===== src/rtl/shadowmask_gen_if.sv =====
// shadowmask_gen bus: command port plus the RGB video stream in/out.
// master drives commands and video; slave is the mask core.
interface shadowmask_gen_if #(
  parameter int CW = 8
);
  logic          cmd_wr;
  logic [15:0]   cmd_in;
  logic [3*CW-1:0] din;
  logic          hs_in;
  logic          vs_in;
  logic          de_in;
  logic          enable;
  logic [3*CW-1:0] dout;
  logic          hs_out;
  logic          vs_out;
  logic          de_out;

  modport master (
    output cmd_wr, cmd_in, din,
    output hs_in, vs_in, de_in, enable,
    input  dout, hs_out, vs_out, de_out
  );

  modport slave (
    input  cmd_wr, cmd_in, din,
    input  hs_in, vs_in, de_in, enable,
    output dout, hs_out, vs_out, de_out
  );
endinterface


===== src/rtl/shadowmask_gen.sv =====
// shadowmask_gen: 2D shadow mask with per-cell gain, rotation, 1x..4x scale.
// Define SHADOWMASK_VSYNC_LATCH_EN to latch config on vsync falling edge.
module shadowmask_gen #(
  parameter int CW = 8,
  parameter int MB = 3,
  parameter int GW = 5
) (
  input logic clk,
  input logic reset,
  shadowmask_gen_if.slave bus
);

  localparam int AW = 2 * MB;
  localparam int PW = CW + GW;
  localparam logic [GW-1:0] G16 = GW'(16);
  localparam logic [CW-1:0] MAXV = '1;

  typedef struct packed {
    logic          men;
    logic          rot;
    logic [1:0]    sc;
    logic [MB-1:0] hmax;
    logic [MB-1:0] vmax;
    logic [GW-1:0] on0;
    logic [GW-1:0] on1;
    logic [GW-1:0] off0;
    logic [GW-1:0] off1;
  } cfg_t;

  localparam cfg_t CFG_RST = '{
    men: 1'b0, rot: 1'b0, sc: 2'd0,
    hmax: '0, vmax: '0,
    on0: G16, on1: G16, off0: G16, off1: G16
  };

  function automatic logic [MB-1:0] clamp(input logic [3:0] v);
    if (int'(v) > (1 << MB) - 1) return MB'((1 << MB) - 1);
    return MB'(v);
  endfunction

  logic [2:0]    op;
  logic          cmd_unused;
  cfg_t          cfg;
  cfg_t          cfg_base;
  cfg_t          cfg_wr;

  logic [3:0]    lut [2**AW];

  logic [1:0]    hsub, vsub;
  logic [MB-1:0] hidx, vidx;
  logic [MB-1:0] hw, vh;
  logic [AW-1:0] addr;
  logic          hs_fall, vs_fall;

  logic [2:0][CW-1:0] pix_in;
  logic [2:0][CW-1:0] p1_pix, p2_pix;
  logic [2:0]         p1_s, p2_s, p3_s, p4_s;
  logic [3:0]         p1_ent;
  logic               p1_en;
  logic [2:0][GW-1:0] g_sel, p2_g;
  logic [2:0][PW-1:0] p3_p, shf;
  logic [2:0][CW-1:0] sat, p4_pix;

  assign op = bus.cmd_in[15:13];
  assign cmd_unused = ^bus.cmd_in;
  assign pix_in = bus.din;

  assign hs_fall = p1_s[2] & ~bus.hs_in;
  assign vs_fall = p1_s[1] & ~bus.vs_in;

`ifdef SHADOWMASK_VSYNC_LATCH_EN
  cfg_t shd;
  assign cfg_base = shd;
`else
  assign cfg_base = cfg;
`endif

  // Apply one command word on top of the writable config copy.
  always_comb begin
    cfg_wr = cfg_base;
    if (bus.cmd_wr) begin
      case (op)
        3'b000: begin
          cfg_wr.men = bus.cmd_in[0];
          cfg_wr.rot = bus.cmd_in[1];
          cfg_wr.sc  = bus.cmd_in[3:2];
        end
        3'b001: cfg_wr.vmax = clamp(bus.cmd_in[3:0]);
        3'b010: cfg_wr.hmax = clamp(bus.cmd_in[3:0]);
        3'b100: begin
          if (bus.cmd_in[8]) cfg_wr.on1 = bus.cmd_in[GW-1:0];
          else               cfg_wr.on0 = bus.cmd_in[GW-1:0];
        end
        3'b101: begin
          if (bus.cmd_in[8]) cfg_wr.off1 = bus.cmd_in[GW-1:0];
          else               cfg_wr.off0 = bus.cmd_in[GW-1:0];
        end
        default: ;
      endcase
    end
  end

  // Config registers; shadow copy goes live only on vsync fall when latched.
  always_ff @(posedge clk or posedge reset) begin
    if (reset) begin
`ifdef SHADOWMASK_VSYNC_LATCH_EN
      shd <= CFG_RST;
`endif
      cfg <= CFG_RST;
    end else begin
`ifdef SHADOWMASK_VSYNC_LATCH_EN
      shd <= cfg_wr;
      if (vs_fall) cfg <= shd;
`else
      cfg <= cfg_wr;
`endif
    end
  end

  // Pattern LUT, loaded by software, intentionally not reset.
  always_ff @(posedge clk) begin
    if (bus.cmd_wr && op == 3'b011)
      lut[bus.cmd_in[4+AW-1:4]] <= bus.cmd_in[3:0];
  end

  assign hw   = cfg.rot ? cfg.vmax : cfg.hmax;
  assign vh   = cfg.rot ? cfg.hmax : cfg.vmax;
  assign addr = cfg.rot ? {hidx, vidx} : {vidx, hidx};

  // Pattern position: prescaled pixel/line counters, reset by sync edges.
  always_ff @(posedge clk or posedge reset) begin
    if (reset) begin
      hsub <= '0;
      hidx <= '0;
      vsub <= '0;
      vidx <= '0;
    end else begin
      if (hs_fall) begin
        hsub <= '0;
        hidx <= '0;
      end else if (hsub >= cfg.sc) begin
        hsub <= '0;
        hidx <= (hidx >= hw) ? '0 : hidx + 1'b1;
      end else begin
        hsub <= hsub + 1'b1;
      end
      if (vs_fall) begin
        vsub <= '0;
        vidx <= '0;
      end else if (hs_fall) begin
        if (vsub >= cfg.sc) begin
          vsub <= '0;
          vidx <= (vidx >= vh) ? '0 : vidx + 1'b1;
        end else begin
          vsub <= vsub + 1'b1;
        end
      end
    end
  end

  // Per-channel gain pick; unity gain keeps the disabled path bit-exact.
  always_comb begin
    g_sel = '0;
    for (int c = 0; c < 3; c++) begin
      g_sel[c] = G16;
      if (p1_en) begin
        if (p1_ent[c]) g_sel[c] = p1_ent[3] ? cfg.on1 : cfg.on0;
        else           g_sel[c] = p1_ent[3] ? cfg.off1 : cfg.off0;
      end
    end
  end

  // Drop the 1/16 fraction and clip to full scale.
  always_comb begin
    shf = '0;
    sat = '0;
    for (int c = 0; c < 3; c++) begin
      shf[c] = p3_p[c] >> 4;
      sat[c] = (shf[c] > {{GW{1'b0}}, MAXV}) ? MAXV : shf[c][CW-1:0];
    end
  end

  // Four-stage pixel pipeline: LUT, gain, multiply, saturate.
  always_ff @(posedge clk or posedge reset) begin
    if (reset) begin
      p1_pix <= '0;
      p1_s   <= '0;
      p1_ent <= '0;
      p1_en  <= 1'b0;
      p2_pix <= '0;
      p2_s   <= '0;
      p2_g   <= '0;
      p3_p   <= '0;
      p3_s   <= '0;
      p4_pix <= '0;
      p4_s   <= '0;
    end else begin
      p1_pix <= pix_in;
      p1_s   <= {bus.hs_in, bus.vs_in, bus.de_in};
      p1_ent <= lut[addr];
      p1_en  <= cfg.men & bus.enable;
      p2_pix <= p1_pix;
      p2_s   <= p1_s;
      p2_g   <= g_sel;
      for (int c = 0; c < 3; c++)
        p3_p[c] <= {{GW{1'b0}}, p2_pix[c]} * {{CW{1'b0}}, p2_g[c]};
      p3_s   <= p2_s;
      p4_pix <= sat;
      p4_s   <= p3_s;
    end
  end

  assign bus.dout   = p4_pix;
  assign bus.hs_out = p4_s[2];
  assign bus.vs_out = p4_s[1];
  assign bus.de_out = p4_s[0];

endmodule


===== src/flat_wrapper.sv =====
// flat-port wrapper written by rule: the top's interface ports become plain ports
module shadowmask_gen_flat 
#(
  parameter int CW = 8,
  parameter int MB = 3,
  parameter int GW = 5
)
  (clk, reset, bus_cmd_wr, bus_cmd_in, bus_din, bus_hs_in, bus_vs_in, bus_de_in, bus_enable, bus_dout, bus_hs_out, bus_vs_out, bus_de_out);
  shadowmask_gen_if #(.CW(CW)) bus_i ();
  input logic clk;
  input logic reset;
  input wire logic [$bits(bus_i.cmd_wr)-1:0] bus_cmd_wr;
  input wire logic [$bits(bus_i.cmd_in)-1:0] bus_cmd_in;
  input wire logic [$bits(bus_i.din)-1:0] bus_din;
  input wire logic [$bits(bus_i.hs_in)-1:0] bus_hs_in;
  input wire logic [$bits(bus_i.vs_in)-1:0] bus_vs_in;
  input wire logic [$bits(bus_i.de_in)-1:0] bus_de_in;
  input wire logic [$bits(bus_i.enable)-1:0] bus_enable;
  output wire logic [$bits(bus_i.dout)-1:0] bus_dout;
  output wire logic [$bits(bus_i.hs_out)-1:0] bus_hs_out;
  output wire logic [$bits(bus_i.vs_out)-1:0] bus_vs_out;
  output wire logic [$bits(bus_i.de_out)-1:0] bus_de_out;
  assign bus_i.cmd_wr = bus_cmd_wr;
  assign bus_i.cmd_in = bus_cmd_in;
  assign bus_i.din = bus_din;
  assign bus_i.hs_in = bus_hs_in;
  assign bus_i.vs_in = bus_vs_in;
  assign bus_i.de_in = bus_de_in;
  assign bus_i.enable = bus_enable;
  assign bus_dout = bus_i.dout;
  assign bus_hs_out = bus_i.hs_out;
  assign bus_vs_out = bus_i.vs_out;
  assign bus_de_out = bus_i.de_out;
  shadowmask_gen #(.CW(CW), .MB(MB), .GW(GW)) u_core (.clk(clk), .reset(reset), .bus(bus_i));
endmodule

===== config.mk =====
export PLATFORM = sky130hd
export DESIGN_NAME = shadowmask_gen_flat
export DESIGN_NICKNAME = d
export VERILOG_FILES = /design/src/rtl/shadowmask_gen_if.sv /design/src/rtl/shadowmask_gen.sv /design/src/flat_wrapper.sv
export SDC_FILE = /design/constraint.sdc
export NUM_CORES = 1
export LEC_CHECK = 0
export ABC_CLOCK_PERIOD_IN_PS = 9100
export CAP_MARGIN = 20
export CELL_PAD_IN_SITES_DETAIL_PLACEMENT = 1
export CELL_PAD_IN_SITES_GLOBAL_PLACEMENT = 1
export CORE_ASPECT_RATIO = 1.75
export CORE_MARGIN = 2
export CORE_UTILIZATION = 45
export CTS_CLUSTER_DIAMETER = 100
export DETAILED_ROUTE_END_ITERATION = 16
export PLACE_DENSITY = 0.77
export RECOVER_POWER = 50
export SYNTH_ARGS = -nofsm -noshare
export SYNTH_HDL_FRONTEND = slang
export SYNTH_SLANG_ARGS = --single-unit

===== constraint.sdc =====
create_clock -name clk -period 9.1 [get_ports clk]
set_clock_uncertainty 0.15 [all_clocks]
set_input_delay 0.91 -clock clk [delete_from_list [all_inputs] [get_ports clk]]
set_output_delay 0.91 -clock clk [all_outputs]
set_load 0.005 [all_outputs]

== Word-level counts from Yosys, hierarchy flattened ==
Memory sizes are Yosys's and may differ from the RTL's. A register that Yosys moved wholly into a read port is not among the register bits.
Cells that the tools add are included.

* Bits in registers: 179
* Bits in writable memories: 256
* Input port bits: 47
* Output and inout port bits: 27
* Word-level logic and storage cells: 109
* Memories: 1

* Add/subtract/negate cells: 4
* Multiply operators: 3
* Magnitude comparators: 8
* Equal/unequal tests: 5
* Muxes and demuxes: 36
* Bitwise gates (word level): 6
* Reductions and logical operators: 13

{| class="wikitable"
|+ Memories
! memory !! depth !! bits a word !! rd ports !! clocked after Yosys merged registers in !! wr ports !! line !! text
|-
| u_core.lut || 64 || 4 || 1 || 1 || 1 || shadowmask_gen.sv:47 || <nowiki>logic [3:0] lut [2**AW];</nowiki>
|}

{| class="wikitable"
|+ Operator list
! kind !! count
|-
| two-way mux 5 bit || 8
|-
| multiplier 8 x 5 -> 13 bit || 3
|-
| two-way mux 3 bit || 12
|-
| > comparator 9 x 8 -> 1 bit, second input constant || 3
|-
| two-way mux 8 bit || 3
|-
| AND reduction 3 bit || 4
|-
| two-way mux 2 bit || 5
|-
| AND reduction 2 bit || 4
|-
| two-way mux 1 bit || 7
|-
| adder 3 x 1 -> 3 bit, second input constant || 2
|-
| == test 3 x 2 -> 1 bit, second input constant || 2
|-
| == test 3 bit, second input constant || 2
|-
| >= comparator 3 bit || 2
|-
| two-way mux 6 bit || 1
|-
| nonzero test 2 bit || 3
|-
| adder 2 x 1 -> 2 bit, second input constant || 2
|-
| >= comparator 2 bit || 2
|-
| > comparator 4 x 3 -> 1 bit, second input constant || 1
|-
| AND 1 bit || 3
|-
| == test 3 x 1 -> 1 bit, second input constant || 1
|-
| zero test 3 bit || 1
|-
| NOT 1 bit || 3
|-
| logical AND 1 bit || 1
|}

== Logic depth before layout (Yosys ltp) ==
* Depth in word-level cells: 6
* Gate-level depth with buffers: 15
* Depth with buffers taken out: 15

== Least setup slack after synthesis ==
OpenSTA, ideal clock, no wires.

* Path kind: register to register
* Start: reg u_core.p2_g[2] (netlist bit)
* End: reg u_core.p3_p[12] (netlist bit)
* Library setup time: 0.080 ns
* Arrival time: 3.776 ns
* Required time: 8.870 ns
* Setup slack: 5.094 ns
* Cell stages (with the launch flop): 14
* Path buffers: 0
* Period minus slack after synthesis: 4.006 ns
* Path through: dfrtp_1 -> and2_1 -> fa_1 -> fa_1 -> inv_1 -> fa_1 -> inv_1 -> ha_1 -> and4_1 -> a221o_1 -> o41ai_2 -> o2111ai_1 -> a21oi_1 -> xnor2_1

* Cells in the longest elaborated chain, start to end: 1

{| class="wikitable"
|+ RTL lines
! what !! line !! text
|-
| start: declaration || shadowmask_gen.sv:60 || <nowiki>logic [2:0][GW-1:0] g_sel, p2_g;</nowiki>
|-
| start signal: assignment || shadowmask_gen.sv:204 || <nowiki>p2_g <= g_sel;</nowiki>
|-
| multiplier 8 x 5 -> 13 bit || shadowmask_gen.sv:206 || <nowiki>p3_p[c] <= {{GW{1'b0}}, p2_pix[c]} * {{CW{1'b0}}, p2_g[c]};</nowiki>
|-
| end signal: indexed assignment || shadowmask_gen.sv:206 ||
|-
| end: declaration || shadowmask_gen.sv:61 || <nowiki>logic [2:0][PW-1:0] p3_p, shf;</nowiki>
|}

No other way between the ends.
A chain may end at the register's enable or synchronous reset.

== Worst setup path in the final report ==
* Start: reg u_core.p2_g[2] (netlist bit)
* End: reg u_core.p3_p[10] (netlist bit)

Same word-level chain as after synthesis.

==> flow_metrics.tcl <==
set metrics [dict create \
    status "finished with violations" \
    violations "capacitance limit, slew limit" \
    post_drt_wl_per_cell_um 22.6 \
    ys_seq_area_share_pct 59.1 \
    p_leak_nw 8.98 \
    synth_top_area_share_pct 37.9 \
    synthTopCellsByCount "317 x nor2_1, 256 x edfxtp_1, 167 x dfrtp_1" \
    dp_hpwl_um 36200 \
    num_vias 13833 \
    whs_ns 0.190 \
    tightest_slew_ns 4.06 \
    cp_slowest_cell "fa_1" \
    yosys.area.top_type "edfxtp_1" \
    ys.flop_type "edfxtp_1" \
    crit_required_ns 9.43 \
    drt-initial-drc-count 730 \
    fin_area_um2 22800 \
    pre_cts_ws_ns 4.53 \
    gp_congestion 0.829 \
    die_area_um2 46800 \
    syn_avg_cell_area_um2 11.8 \
    synth-edff-count 256 \
    cts.path.max_buffers 3 \
    postSynthCellCount 1718 \
    p_comb_share_pct 31.0 \
    grt_start_max_net_pins 96 \
    first_global_vias 15592 \
    max-slew-margin-rel_pct -172 \
    place_inst 2310 \
    fmaxAchievable_mhz 219 \
    rrSetupSlack_ns 4.53 \
    yosysWarnings 0 \
    setup_slack_ns 4.53 \
    final.period_utilization_pct 50.2 \
    cpPeakStageDelay_ns 0.52 \
    final_util_pct 51.4 \
    drive_gt1_share_pct 9.26 \
    clk-insertion-delay-late_ns 0.56 \
    power_frac_clock_pct 29.4 \
    hp-start "u_core.p1_pix[14]" \
    cts-root-buf "clkbuf_16" \
    port-buffer-count 70 \
    antennaDiodeCount 0 \
    initial_core_util_pct 45.6 \
    swShare_pct 34.3 \
    synthArstFlopShare_pct 40.0 \
    hold_viol_final 0 \
    numCtsBuffers 41 \
    pwr-share-seq_pct 39.6 \
    setup_violations 0 \
    ys_seq_elements 427 \
    p_int_mw 4.04 \
    clk_pin_slew_ns 0.07 \
    crit_arrival_ns 4.90 \
    grt_pass1_wl_um 84700 \
    synthesis.nets 1885 \
    drtAntennaViolNets 0 \
    vdd_drop_max_mv 0.223 \
    viasPerCell 5.80 \
    drc_errors 0 \
    reg2reg_from "u_core.p2_g[2]" \
    synthTopCellsByArea "edfxtp_1 38%, dfrtp_1 21%, nor2_1 5.9%" \
    drt_first_pass_iters 5 \
    core-area_um2 44400 \
    num_rows 102 \
    powerDensity_nw_per_um2 269 \
    grt.total_usage_pct 23.6 \
    cts_setup_buffers 0 \
    cp-end-kind "flop" \
    die_y_um 285 \
    crit_chain "and2_1 > fa_1 > fa_1 > inv_1 > fa_1 > inv_1 > ha_1 > and4_1 > a221o_1 > o41ai_2 > nor2b_1 > o21a_1 > nor2_1 > xnor2_1" \
    cp-start-kind "flop" \
    postCtsHoldBufs 0 \
    fin_cells 2386 \
    syn-cell-area_um2 20300 \
    grt_overflow 0 \
    ios 74 \
    hold_end "u_core.p2_pix[14]" \
    area_growth_pct 12.7 \
    slew_viol_final 382 \
    antenna_found_initial 0 \
    r2r_cells 14 \
    placed_area_um2 21400 \
    power.total_mw 6.15 \
    rsz0062_at_grt "false" \
    drv_cap 5 \
    cp_common_cell "fa_1" \
    switchingPower_mw 2.11 \
    die_x_um 164 \
    hold_depth 0 \
    tns_ns 0 \
    cts_resized 0 \
    numClockSinks 427 \
    reg2reg_to "u_core.p3_p[10]" \
    final_nets 1948 \
    htreeDepth 2 \
    cts_tree "built" \
    yosys.cell_types.count 71 \
    layout_min_cycle_time_ns 4.57 \
    critPathKind "reg -> reg" \
    min_path_type "reg -> reg" \
    startpoint "u_core.p2_g[2]" \
    synth_most_common_cell "nor2_1" \
    crit_path_max_fanout 8 \
    wirelength_um 54000 \
]
-- layout by cell type, fill, tap and decap left out, types with 16 or more instances in the layout --
cell type and n:
o21ai_0 29, mux2_2 30, o211ai_1 33, ha_1 69
dfrtp_1 167, nor3_1 30, dlygate4sd3_1 29, edfxtp_1 256
clkdlybuf4s50_1 37, o21bai_1 19, clkbuf_16 44, xnor2_1 17
nor2_1 317, o221ai_1 29, nand3_1 16, fa_1 51
or2_2 25, nand2_1 161, and2_1 57, a21oi_1 42
inv_1 85
-- flip-flops by register name, summed over array words and instances, names as in the netlist --
name / flops
u_core.bus.dout: 24
u_core.cfg: 30
u_core.hidx: 3
u_core.hsub: 2
u_core.lut: 256
u_core.p1_en: 1
u_core.p1_ent: 4
u_core.p1_pix: 24
u_core.p1_s: 3
u_core.p2_g: 15
u_core.p2_pix: 24
u_core.p2_s: 3
u_core.p3_p: 27
u_core.p3_s: 3
u_core.p4_s: 3
u_core.vidx: 3
u_core.vsub: 2
-- power groups by stage --
stage,registers [mW],clock network [mW],logic [mW]
5_1_grt,2.46,1.91,2.11
3_3_place_gp,2.45,0,1.80
6_report,2.44,1.81,1.91
3_5_place_dp,2.47,0,1.90
2_1_floorplan,2.37,0,1.35
4_1_cts,2.43,1.84,1.92
-- worst max-delay path: cells and delay by family (launching register included) --
family          cells  cell delay, ns
fa+ha+maj           4            1.81
xor+xnor            1            0.13
flops               1            0.48
buf+inv             2            0.12
simple gates        4            0.70
compound gates      3            1.11
-- worst max path at each step --
stage	slack, ns	to	cells after the start
floorplan	3.41	u_core.bus.dout[0]	1
global route	3.86	u_core.p2_g[7]	3
global placement	4.64	u_core.p3_p[12]	13
finish	4.53	u_core.p3_p[10]	14
detailed placement	4.53	u_core.p3_p[12]	13
CTS	4.46	u_core.p3_p[12]	13
-- final cells by class --
type / count / area [um^2]
clock buffers: 48 / 1150
clock inverters: 28 / 279
repair buffers: 85 / 778
flip-flops and latches: 427 / 12000
well taps: 572 / 716
multi-input cells: 1139 / 7630
inverters: 87 / 328
fillers: 4620 / 21600
-- cell families (layout without fill, tap and decap cells) --
group	count (synthesis)	after routing	synth area share, %
DFF	427	427	59.1
buffers and inverters	152	248	3.31
AOI/OAI and AO/OA	270	270	9.77
adders and majority gates	120	120	9.30
and+or+nand+nor	688	688	15.4
muxes	42	42	2.35
xor gates and xnor gates	19	19	0.821
-- metal layers --
layer  share of wire (%)  GRT usage (%)
met5                   0              0
met1                  34           23.9
met4                 6.0           13.0
met2                  56           45.7
met3                 4.1           2.75
Note: power is estimated with default switching activity, not from simulation.
